[config.mk]
export PLATFORM = sky130hd
export DESIGN_NAME = pu_riscv_if_fetch_seq
export DESIGN_NICKNAME = d
export VERILOG_FILES = /design/src/rtl/pu_riscv_pkg.sv /design/src/rtl/pu_riscv_if_pc_fifo.sv /design/src/rtl/pu_riscv_if_fetch_seq.sv
export SDC_FILE = /design/constraint.sdc
export NUM_CORES = 1
export LEC_CHECK = 0
export BUFFER_PORTS_ARGS = -buffer_cell sky130_fd_sc_hd__buf_2
export CAP_MARGIN = 20
export CORE_MARGIN = 2
export CORE_UTILIZATION = 55
export DETAILED_ROUTE_END_ITERATION = 12
export PLACE_DENSITY = 0.78
export SYNTH_ARGS = -nofsm -noshare
export SYNTH_HDL_FRONTEND = slang
export SYNTH_SLANG_ARGS = --single-unit
[constraint.sdc]
create_clock -name clk -period 6 [get_ports clk]
set_input_delay 1.2 -clock clk [delete_from_list [all_inputs] [get_ports clk]]
set_output_delay 1.2 -clock clk [all_outputs]
set_load 0.05 [all_outputs]
[src/rtl/pu_riscv_pkg.sv]
// Shared types and defaults for the instruction-fetch front end.
package pu_riscv_pkg;

  localparam int MAX_OUTSTANDING_DEF = 2;

  typedef enum logic [1:0] {
    ST_IDLE  = 2'd0,
    ST_FETCH = 2'd1,
    ST_DRAIN = 2'd2
  } fetch_state_t;

endpackage

[src/rtl/pu_riscv_if_pc_fifo.sv]
// Small FIFO holding the addresses of accepted-but-unanswered fetch requests.
module pu_riscv_if_pc_fifo #(
  parameter int DEPTH = 2,
  parameter int WIDTH = 64
) (
  input  logic             clk,
  input  logic             rstn,
  input  logic             push,
  input  logic             pop,
  input  logic             clear,
  input  logic [WIDTH-1:0] wdata,
  output logic [WIDTH-1:0] rdata,
  output logic             empty,
  output logic             full
);

  localparam int AW = (DEPTH > 1) ? $clog2(DEPTH) : 1;
  localparam int CW = $clog2(DEPTH + 1);

  logic [WIDTH-1:0] mem_q [DEPTH];
  logic [AW-1:0]    wr_ptr;
  logic [AW-1:0]    rd_ptr;
  logic [CW-1:0]    count;
  logic             do_push;
  logic             do_pop;

  // Explicit wrap so non-power-of-two depths work.
  function automatic logic [AW-1:0] ptr_inc(input logic [AW-1:0] p);
    return (p == AW'(DEPTH - 1)) ? '0 : p + AW'(1);
  endfunction

  assign empty   = (count == '0);
  assign full    = (count == CW'(DEPTH));
  assign do_push = push & ~full;
  assign do_pop  = pop & ~empty;
  assign rdata   = mem_q[rd_ptr];

  always_ff @(posedge clk or negedge rstn) begin
    if (!rstn) begin
      wr_ptr <= '0;
      rd_ptr <= '0;
      count  <= '0;
    end else if (clear) begin
      wr_ptr <= '0;
      rd_ptr <= '0;
      count  <= '0;
    end else begin
      if (do_push) wr_ptr <= ptr_inc(wr_ptr);
      if (do_pop)  rd_ptr <= ptr_inc(rd_ptr);
      count <= count + CW'(do_push) - CW'(do_pop);
    end
  end

  always_ff @(posedge clk) begin
    if (do_push && !clear) mem_q[wr_ptr] <= wdata;
  end

endmodule

[src/rtl/pu_riscv_if_fetch_seq.sv]
// Fetch request sequencer: issues bus requests, tracks them, drops stale
// responses after a flush and holds one response while the fetch stage stalls.
//   state    | meaning
//   ST_IDLE  | out of reset, no request issued yet
//   ST_FETCH | issuing requests / awaiting responses
//   ST_DRAIN | discarding responses of requests made before a flush
module pu_riscv_if_fetch_seq
  import pu_riscv_pkg::*;
#(
  parameter int XLEN            = 64,
  parameter int PARCEL_SIZE     = 64,
  parameter int MAX_OUTSTANDING = MAX_OUTSTANDING_DEF
) (
  input  logic                     clk,
  input  logic                     rstn,
  input  logic [XLEN-1:0]          if_nxt_pc,
  input  logic                     if_stall,
  input  logic                     if_flush,
  output logic                     if_stall_nxt_pc,
  output logic                     mem_req,
  output logic [XLEN-1:0]          mem_adr,
  input  logic                     mem_ack,
  input  logic                     mem_rvalid,
  input  logic [PARCEL_SIZE-1:0]   mem_rdata,
  input  logic                     mem_err,
  output logic [PARCEL_SIZE-1:0]   if_parcel,
  output logic [XLEN-1:0]          if_parcel_pc,
  output logic [PARCEL_SIZE/16-1:0] if_parcel_valid,
  output logic                     if_parcel_misaligned,
  output logic                     if_parcel_page_fault
);

  localparam int SLOTS = PARCEL_SIZE / 16;

  fetch_state_t           state;
  logic [1:0]             outstanding, outstanding_nxt;
  logic [1:0]             discard, discard_nxt;
  logic [1:0]             pending, flush_left;
  logic                   accept, rsp_any, rsp_live;
  logic                   fifo_empty, fifo_full;
  logic [XLEN-1:0]        fifo_pc;
  logic                   skid_valid, skid_err, skid_load;
  logic [PARCEL_SIZE-1:0] skid_data;
  logic [XLEN-1:0]        skid_pc;
  logic                   show, show_err;
  logic [PARCEL_SIZE-1:0] show_data;
  logic [XLEN-1:0]        show_pc;

  assign mem_req = (state == ST_FETCH) & ~if_flush & ~fifo_full &
                   (outstanding < 2'(MAX_OUTSTANDING)) & (~skid_valid | ~if_stall);
  assign mem_adr         = if_nxt_pc;
  assign accept          = mem_req & mem_ack;
  assign if_stall_nxt_pc = ~accept;

  assign rsp_any  = mem_rvalid & ((outstanding != '0) | (discard != '0));
  assign rsp_live = mem_rvalid & ~fifo_empty & (discard == '0) & ~if_flush;

  // No request is issued during a flush, so only the response side nets out.
  assign pending    = outstanding + discard;
  assign flush_left = pending - {1'b0, rsp_any};

  always_comb begin
    outstanding_nxt = outstanding;
    if (if_flush)                outstanding_nxt = '0;
    else if (accept & ~rsp_live) outstanding_nxt = outstanding + 2'd1;
    else if (~accept & rsp_live) outstanding_nxt = outstanding - 2'd1;

    discard_nxt = discard;
    if (if_flush)                          discard_nxt = flush_left;
    else if (mem_rvalid && discard != '0)  discard_nxt = discard - 2'd1;
  end

  // A response bypasses the skid only when nothing older is waiting in it.
  always_comb begin
    show      = 1'b0;
    show_data = mem_rdata;
    show_pc   = fifo_pc;
    show_err  = mem_err;
    if (!if_flush && !if_stall) begin
      if (skid_valid) begin
        show      = 1'b1;
        show_data = skid_data;
        show_pc   = skid_pc;
        show_err  = skid_err;
      end else if (rsp_live) begin
        show = 1'b1;
      end
    end
  end

  assign skid_load = rsp_live & (if_stall ^ skid_valid);

  pu_riscv_if_pc_fifo #(
    .DEPTH (MAX_OUTSTANDING),
    .WIDTH (XLEN)
  ) u_pc_fifo (
    .clk   (clk),
    .rstn  (rstn),
    .push  (accept),
    .pop   (rsp_live),
    .clear (if_flush),
    .wdata (if_nxt_pc),
    .rdata (fifo_pc),
    .empty (fifo_empty),
    .full  (fifo_full)
  );

  always_ff @(posedge clk or negedge rstn) begin
    if (!rstn) begin
      state                <= ST_IDLE;
      outstanding          <= '0;
      discard              <= '0;
      skid_valid           <= 1'b0;
      skid_err             <= 1'b0;
      skid_data            <= '0;
      skid_pc              <= '0;
      if_parcel            <= '0;
      if_parcel_pc         <= '0;
      if_parcel_valid      <= '0;
      if_parcel_misaligned <= 1'b0;
      if_parcel_page_fault <= 1'b0;
    end else begin
      case (state)
        ST_IDLE:  state <= ST_FETCH;
        ST_FETCH: if (if_flush && discard_nxt != '0) state <= ST_DRAIN;
        ST_DRAIN: if (discard_nxt == '0) state <= ST_FETCH;
        default:  state <= ST_IDLE;
      endcase

      outstanding <= outstanding_nxt;
      discard     <= discard_nxt;

      if (if_flush)                     skid_valid <= 1'b0;
      else if (skid_load)               skid_valid <= 1'b1;
      else if (skid_valid && !if_stall) skid_valid <= 1'b0;

      if (skid_load) begin
        skid_data <= mem_rdata;
        skid_pc   <= fifo_pc;
        skid_err  <= mem_err;
      end

      if (show) begin
        if_parcel            <= show_data;
        if_parcel_pc         <= show_pc;
        if_parcel_valid      <= {SLOTS{1'b1}};
        if_parcel_misaligned <= show_pc[0];
        if_parcel_page_fault <= show_err;
      end else begin
        if_parcel_valid <= '0;
      end
    end
  end

  assert property (@(posedge clk) disable iff (!rstn)
                   !(mem_rvalid && outstanding == '0 && discard == '0))
    else $error("mem_rvalid with no request in flight");

endmodule

==> results.toml, run 1 <==
[worst_setup_path]
cp_slowest_stage_delay_ps = 320
crit_top_cell = "buf_2"
crit_chain = "buf_2, ha_1, nor3_1, o2111ai_2, buf_2"
slowest_stage = "buf_2"
arrival_ps = 2470
worstPathRequired_ps = 4800
worstSetupEndpointType = "output port"
crit_path_start_kind = "primary input"
path_class = "primary input to output port"
cp_top_family = "buffers and inverters"
cp_num_buf_inv = 2
path_max_fanout = 7

[clock_network]
cts_sinks = 398
cts_tree = "done"
numCtsBuffers = 41
htreeDepth = 2
clk_pin_slew_ps = 60
clk_latency_ps = 530
cts_setup_buffers = 0
cts_hold_buf = 0
cts.path.max_buffers = 3
clk_root_buffer_cell = "clkbuf_16"
post_cts_resized = 0

[timing]
tightestPinTransition_ps = 946.4
finClkSkew_ps = 14.05
finalSetupViolations = 0
fmax_mhz = 272.1
rsz0062_at_grt = "false"
setup_tns_ps = 0
slew_headroom_pct = 36.90
fin_crit_sh_pct = 61.25
period_minus_slack_ps = 3675
drv_slew = 0
hold_viol = 0

[grt]
grt_pass1_wl_mm = 55.66
antenna_found_initial = 0
grt.total_usage_pct = 22.51
grt_start_max_net_pins = 140
grt_pass1_vias = 10880
overflow = 0

[cells_and_area]
layout-drive-gt1-share_pct = 23.33
fill_cells = 2240
area_growth_pct = 15.96
layout.nets = 1904
diodes = 0

[pwr]
p_leak_nw = 9.065
power_density_nw_per_um2 = 479.2
power_mw = 9.055
ir_drop_v = 0.0003294

[yosys]
yosys-top-cells-area = "dfrtp_1 41%, edfxtp_1 24%, nand2_1 10%"
netlist-cell-type-count = 37
synthArstFlopShare_pct = 67.84
synth.top_cell.area_share_pct = 41.47
yosys_warnings = 0
synthCells = 1533
yosysMostFrequentCell = "nand2_1"
synth_commonest_cells = "454 x nand2_1, 270 x dfrtp_1, 141 x nor2_1, 131 x o21ai_0, 128 x edfxtp_1"
synth_top_cell_by_area = "dfrtp_1"
syn_area_um2 = 16290
synth_fp_nets = 1675
avgSynthCellArea_um2 = 10.63
synth_ff_type = "dfrtp_1"
synth_edf_count = 128
ys_seq_area_share_pct = 65.05
ys_ff_latch = 398

[route]
drt_iter0_drc = 954
firstDrtPassIters = 5
routedWlPerCell_um = 16.18
vias = 11510
drc = 0
routed_wl_mm = 35.31
ant_nets = 0
vias_per_cell = 5.273

[worst_hold_path]
hp-class = "flip-flop to flip-flop"

[outcome]
status = "complete, no violations"

[floorplan]
io_pins = 335
start_util_pct = 55.42
die-height_um = 176.1
core_area_um2 = 29400
core.rowCount = 63
die_area_um2 = 31020
die_w_um = 176.1

[placement]
port_buffers = 334
place_congestion = 0.8159
dpl.hpwl_mm = 22.44

[flow_run]
cap_violations = 0
[layout make-up]
class	count	area [um^2]	share of cell area, %
tap	390	488.0	2.582
clock buffer	63	1169	6.185
timing repair buffer	349	1819	9.628
inverter	10	37.54	0.1986
clock inverter	10	85.08	0.4503
multi-input combinational	962	4693	24.84
sequential	398	10600	56.12
[per-stage QoR]
| stage | cell area (um^2) | instances | setup slack, ps | hold slack [ps] | utilization [%] |
|---|---|---|---|---|---|
| after global placement | 17640 | 2109 | 2262 | 456.0 | 60.00 |
| final | 18900 | 2182 | 2325 | 472.2 | 64.27 |
| after global routing | 18900 | 2182 | 2204 | 490.8 | 64.27 |
| after CTS | 18900 | 2182 | 2303 | 476.0 | 64.27 |
| after floorplan | 16290 | 1533 | 519.1 | 444.3 | - |
| after detailed placement | 17640 | 2109 | 2191 | 461.6 | 60.00 |
[worst register-to-register path: stages, from the launching register on]
cell,delay (ps)
dfrtp_1,410
ha_1,200
nor3_1,270
o211a_1,210
and3_2,810
buf_4,530
[sequential cells by signal, summed over array words and instances, names as in the netlist]
name / cells
outstanding: 2
skid_pc: 64
u_pc_fifo.mem_q: 128
u_pc_fifo.wr_ptr: 1
if_parcel: 64
if_parcel_valid: 1
state: 2
if_parcel_page_fault: 1
discard: 2
u_pc_fifo.count: 2
skid_valid: 1
u_pc_fifo.rd_ptr: 1
skid_err: 1
skid_data: 64
if_parcel_pc: 64
[routing by layer]
layer,share of wire (%),vias to the layer above,GRT usage [%]
li1,-,5521,-
met1,43,5492,31.42
met2,48,446,37.12
met3,7.0,46,3.876
met4,1.8,0,5.647
met5,0,-,0
[worst paths after layout]
check / depth (start not counted) / slack (ps) / to / from
min: 2 / 470 / skid_data[5] / skid_data[5]
min reg2reg: 2 / 470 / skid_data[5] / skid_data[5]
max reg2reg: 5 / 3220 / u_pc_fifo.mem_q[1][11] / skid_valid
max in group asynchronous: 2 / 4040 / skid_pc[29] / rstn
max: 5 / 2330 / if_stall_nxt_pc / if_stall
min in group asynchronous: 1 / 650 / if_parcel[34] / rstn
[placed cells by master (no fill, tap or decap), types with 5 or more instances in the layout]
master	Yosys	routed
clkbuf_8	0	6
o21ai_0	131	131
mux2i_1	65	65
clkbuf_1	36	16
edfxtp_1	128	128
ha_1	7	7
a21oi_1	65	65
buf_4	74	13
clkbuf_16	0	41
a31oi_1	65	65
nor2_1	141	139
dfrtp_1	270	269
buf_2	41	333
clkinv_2	0	5
nand2_1	454	454
inv_1	10	10
[cell families (layout without fill, tap and decap cells)]
group                      after synthesis  count (layout)  share of synthesized area (%)
AOI/OAI and AO/OA                      271             271                          9.184
adders and majority gates                7               7                         0.5375
and+or+nand+nor                        609             609                          14.29
DFF                                    398             398                          65.05
muxes                                   67              67                          4.131
xor gates and xnor gates                 8               8                         0.4300
buffers and inverters                  173             432                          6.373
[report_power, final]
| group | total [mW] | switching (mW) | internal [mW] |
|---|---|---|---|
| sequential | 3.95 | 0.401 | 3.54 |
| combinational | 2.73 | 2.05 | 0.689 |
| clock | 2.38 | 0.990 | 1.39 |
(Power assumes the default switching activity.)
==> run 2, diff against run 1 <==
- CORE_UTILIZATION: 55 -> 50
- PLACE_DENSITY: 0.78 -> 0.75
- clock period: 6 -> 3.3 ns (I/O delays scaled with it)
==> run 2 against run 1 <==
- sequential cell count unchanged
- non-clock buffer count is 8 higher
- largest power group unchanged
- critical endpoint unchanged
- combinational power grew 85%
- clock skew is 10 ps higher
- final area grew 2.2%
- global-route usage fell by 1.4 points
- routed wire length is 3.3% higher
- die area grew 9.8%
- worst setup slack got worse by 1700 ps
- register-to-register slack worse by 2300 ps
- critical path depth is 1 lower
- count of clock-buffer cells in the layout is 3 lower
==> results.toml, run 2 (synthesis results as in run 1) <==
[outcome]
status = "complete, no violations"

[floorplan]
io_pins = 335
die_w_um = 184.5
core.rowCount = 66
core_area_um2 = 32290
die-height_um = 184.5
die_area_um2 = 34050
start_util_pct = 50.47

[route]
drt_iter0_drc = 751
routed_wl_mm = 36.46
drc = 0
vias = 11660
firstDrtPassIters = 6
routedWlPerCell_um = 16.24
vias_per_cell = 5.194
ant_nets = 0

[grt]
grt_pass1_wl_mm = 57.06
overflow = 0
grt_start_max_net_pins = 134
grt_pass1_vias = 11110
grt_util_met2_pct = 36.96
top_usage_layer = "met2"
met3_usage_pct = 4.169
use_met1_pct = 26.86
antenna_found_initial = 1
grt.total_usage_pct = 21.08

[clock_network]
clk_root_buffer_cell = "clkbuf_16"
cts_sinks = 398
cts.path.max_buffers = 3
cts_setup_buffers = 0
cts_hold_buf = 0
cts_tree = "done"
post_cts_resized = 0
numCtsBuffers = 42
clk_latency_ps = 540
clk_pin_slew_ps = 60
htreeDepth = 2

[timing]
fmax_mhz = 376.5
setup_tns_ps = 0
finalSetupViolations = 0
period_minus_slack_ps = 2656
tightestPinTransition_ps = 778.6
slew_headroom_pct = 48.09
hold_viol = 0
fin_ws_ps = 643.9
drv_slew = 0
fin_crit_sh_pct = 80.49
fin_hold_ws_ps = 85.44
finClkSkew_ps = 24.06
rsz0062_at_grt = "false"

[worst_setup_path]
r2r-end = "state[0]"
r2r-start = "discard[0]"
cp-startpoint = "skid_valid"
crit_path_start_kind = "flip-flop"
slowest_stage = "dfrtp_1"
cp-endpoint = "if_stall_nxt_pc"
cp_top_family = "flip-flops"
reg2regPathDepth = 10
cp_num_buf_inv = 1
path_max_fanout = 7
path_class = "flip-flop to output port"
worstSetupEndpointType = "output port"
cp_slowest_stage_delay_ps = 410
path_depth = 4
worstPathRequired_ps = 2640
regToRegSetupSlack_ps = 890
arrival_ps = 2000
crit_chain = "ha_1, nor3_1, o2111ai_2, buf_2"

[pwr]
power_density_nw_per_um2 = 869.9
ir_drop_v = 0.0005891
p_leak_nw = 9.209

[cells_and_area]
fill_cells = 2608
top_register = "u_pc_fifo.mem_q"
final_core_util_pct = 59.81
largest_reg_flops = 128
layoutNonFillerInstCount = 2245
mostFrequentLayoutCell = "nand2_1"
layout.nets = 1913
layout-drive-gt1-share_pct = 23.92
area_growth_pct = 18.51
final_cell_mix = "454 x nand2_1, 333 x buf_2, 269 x dfrtp_1"

[placement]
place_congestion = 0.7841
dpl.hpwl_mm = 23.56
port_buffers = 334
dp_slack_ps = 626.2
placed_cells = 2169

[worst_hold_path]
hp-class = "primary input to async pin"

[flow_run]
cap_violations = 0
run 2: worst min path at each step:
stage,from,endpoint,slack [ps],cells after the start
after CTS,rstn,skid_pc[1],80,1
after global placement,skid_pc[14],skid_pc[14],460,2
after detailed placement,skid_data[4],skid_data[4],460,2
after global routing,rstn,if_parcel[34],100,1
final,rstn,if_parcel[52],90,1
after floorplan,rstn,discard[0],360,0
run 2: area by class of cell:
type / instances / area [um^2] / area share, %
flip-flops and latches: 398 / 10600 / 54.91
multi-input cells: 962 / 4693 / 24.30
repair buffers: 357 / 2054 / 10.64
clock buffers: 60 / 1210 / 6.265
well taps: 442 / 553.0 / 2.864
clock inverters: 15 / 156.4 / 0.8099
inverters: 10 / 37.54 / 0.1944
diodes: 1 / 2.502 / 0.01296
run 2: power by group:
part,internal (mW),switching [mW],total (mW)
clock network,2.72,1.88,4.60
registers,6.44,0.711,7.15
logic,1.30,3.75,5.05
run 2: per-stage QoR:
step / total power, mW / area [um^2]
6_report: 16.80 / 19310
5_1_grt: 17.65 / 19310
4_1_cts: 16.94 / 19310
3_5_place_dp: 12.31 / 17940
3_3_place_gp: 12.12 / 17940
2_1_floorplan: 10.89 / 16300
run 2: metal layers:
metal | wire [um] | up-vias | part of all wire (%)
met5 | 0 | - | 0
met4 | 657 | 0 | 1.8
met3 | 2641 | 56 | 7.2
met2 | 18200 | 409 | 50
met1 | 14960 | 5631 | 41
li1 | - | 5564 | -
==> run 3, diff against run 2 <==
- clock period: 3.3 -> 2.4 ns (I/O delays scaled with it)
==> run 3 against run 2 <==
- hold slack improved by 54 ps
- power increased by 39%
- via count down 0.55%
- critical path depth is the same
- first-iteration DRC count fell by 3.6%
- combinational power increased by 40%
==> results.toml, run 3 (synthesis results as in run 1) <==
[timing]
fin_ws_ps = 77.33
drv_slew = 0
slew_headroom_pct = 58.73
finClkSkew_ps = 15.43
fin_hold_ws_ps = 139.5
fin_crit_sh_pct = 96.78
finalSetupViolations = 0
hold_viol = 0
tightestPinTransition_ps = 619.1
fmax_mhz = 430.5
period_minus_slack_ps = 2323
setup_tns_ps = 0

[cells_and_area]
area_growth_pct = 19.96
diodes = 0
final_cell_mix = "454 x nand2_1, 331 x buf_2, 269 x dfrtp_1"
layout-drive-gt1-share_pct = 24.67
final_core_util_pct = 60.54
top_register = "u_pc_fifo.mem_q"
layout.nets = 1921
layoutNonFillerInstCount = 2254
design_area_um2 = 19550
mostFrequentLayoutCell = "nand2_1"
largest_reg_flops = 128

[pwr]
p_leak_nw = 9.289
ir_drop_v = 0.0007788
power_density_nw_per_um2 = 1194
power_mw = 23.33

[route]
drt_iter0_drc = 724
highest_layer = "met4"
vias_per_cell = 5.145
wl_met3_mm = 2.470
routedWlPerCell_um = 16.11
vias = 11600
drc = 0
firstDrtPassIters = 5
ant_nets = 0
dr_wl_met2_mm = 16.98
routed_wl_mm = 36.30
wl_met1_mm = 16.11

[placement]
placedInstanceArea_um2 = 18050
dpl.hpwl_mm = 23.18
port_buffers = 334
place_congestion = 0.7953
dp_slack_ps = -22.19
placed_cells = 2172

[grt]
grt_start_max_net_pins = 113
grt.total_usage_pct = 20.76
antenna_found_initial = 0
overflow = 0
grt_pass1_vias = 10770
grt_pass1_wl_mm = 56.12

[worst_setup_path]
worstSetupEndpointType = "output port"
cp-startpoint = "skid_valid"
arrival_ps = 1840
r2r-start = "discard[0]"
cp-endpoint = "mem_req"
worstPathRequired_ps = 1920
r2r-end = "state[0]"
path_max_fanout = 4
reg2regPathDepth = 10
regToRegSetupSlack_ps = 130
path_class = "flip-flop to output port"
crit_path_start_kind = "flip-flop"

[floorplan]
start_util_pct = 50.47
die_w_um = 184.5
io_pins = 335
core.rowCount = 66
core_area_um2 = 32290
die-height_um = 184.5
die_area_um2 = 34050

[clock_network]
cts.path.max_buffers = 3
cts_tree = "done"
clk_pin_slew_ps = 60
cts_sinks = 398
numCtsBuffers = 42
htreeDepth = 2
clk_root_buffer_cell = "clkbuf_16"
clk_latency_ps = 540

[flow_run]
cap_violations = 0

[outcome]
status = "complete, no violations"

[worst_hold_path]
hp-class = "primary input to flip-flop"
[run 3: cell types whose count changed in the layout (fill, tap and decap cells not counted), moves of 2 or more]
cell / change
buf_12: +5
clkinv_8: -3
buf_2: -2
buf_4: +2
clkbuf_1: -2
clkinv_2: +2
clkinvlp_4: +2
ha_1: -2
ha_4: +2
inv_6: +2
[run 3: layout make-up]
cell class	count	area, um^2
Clock buffer	56	1164
Clock inverter	21	230.2
Fill cell	2543	12740
Inverter	10	37.54
Multi-Input combinational cell	962	4770
Sequential cell	398	10600
Tap cell	442	553.0
Timing Repair Buffer	365	2188
[run 3: where the power goes]
part           internal [mW]  leakage, nW  total [mW]  switching, mW
clock                   3.77        0.677        6.45           2.67
sequential              8.86         4.78        9.83          0.976
combinational           1.84         3.83        7.05           5.21
total                   14.5         9.29        23.3           8.86
[run 3: worst max-delay path: stages, from the launching register on]
cell and delay, ps:
dfrtp_1 430, ha_4 190, nor3_4 250, o211a_1 200, clkbuf_4 240
[run 3: how the worst min path moves through the flow]
stage / from / endpoint / slack [ps] / cells after the start
2_1_floorplan: rstn / discard[0] / 180 / 0
3_3_place_gp: rstn / if_parcel[34] / 340 / 1
3_5_place_dp: rstn / if_parcel[34] / 340 / 1
4_1_cts: if_nxt_pc[27] / u_pc_fifo.mem_q[0][27] / 120 / 1
5_1_grt: if_nxt_pc[22] / u_pc_fifo.mem_q[1][22] / 110 / 1
6_report: if_nxt_pc[48] / u_pc_fifo.mem_q[0][48] / 140 / 1
[run 3: per-layer routing]
| layer | vias up | GRT usage, % |
|---|---|---|
| li1 | 5562 | - |
| met1 | 5590 | 29.12 |
| met3 | 51 | 3.754 |
| met5 | - | 0 |
| met4 | 0 | 5.792 |
| met2 | 393 | 33.40 |
[run 3: repair_timing]
action	4_1_cts	5_1_grt
hold endpoints to repair	17	0
setup buffers	0	4
hold buffers	1	0
resized for setup	3	5
gates cloned	0	0
pin swaps	1	2
setup endpoints to repair	2	124
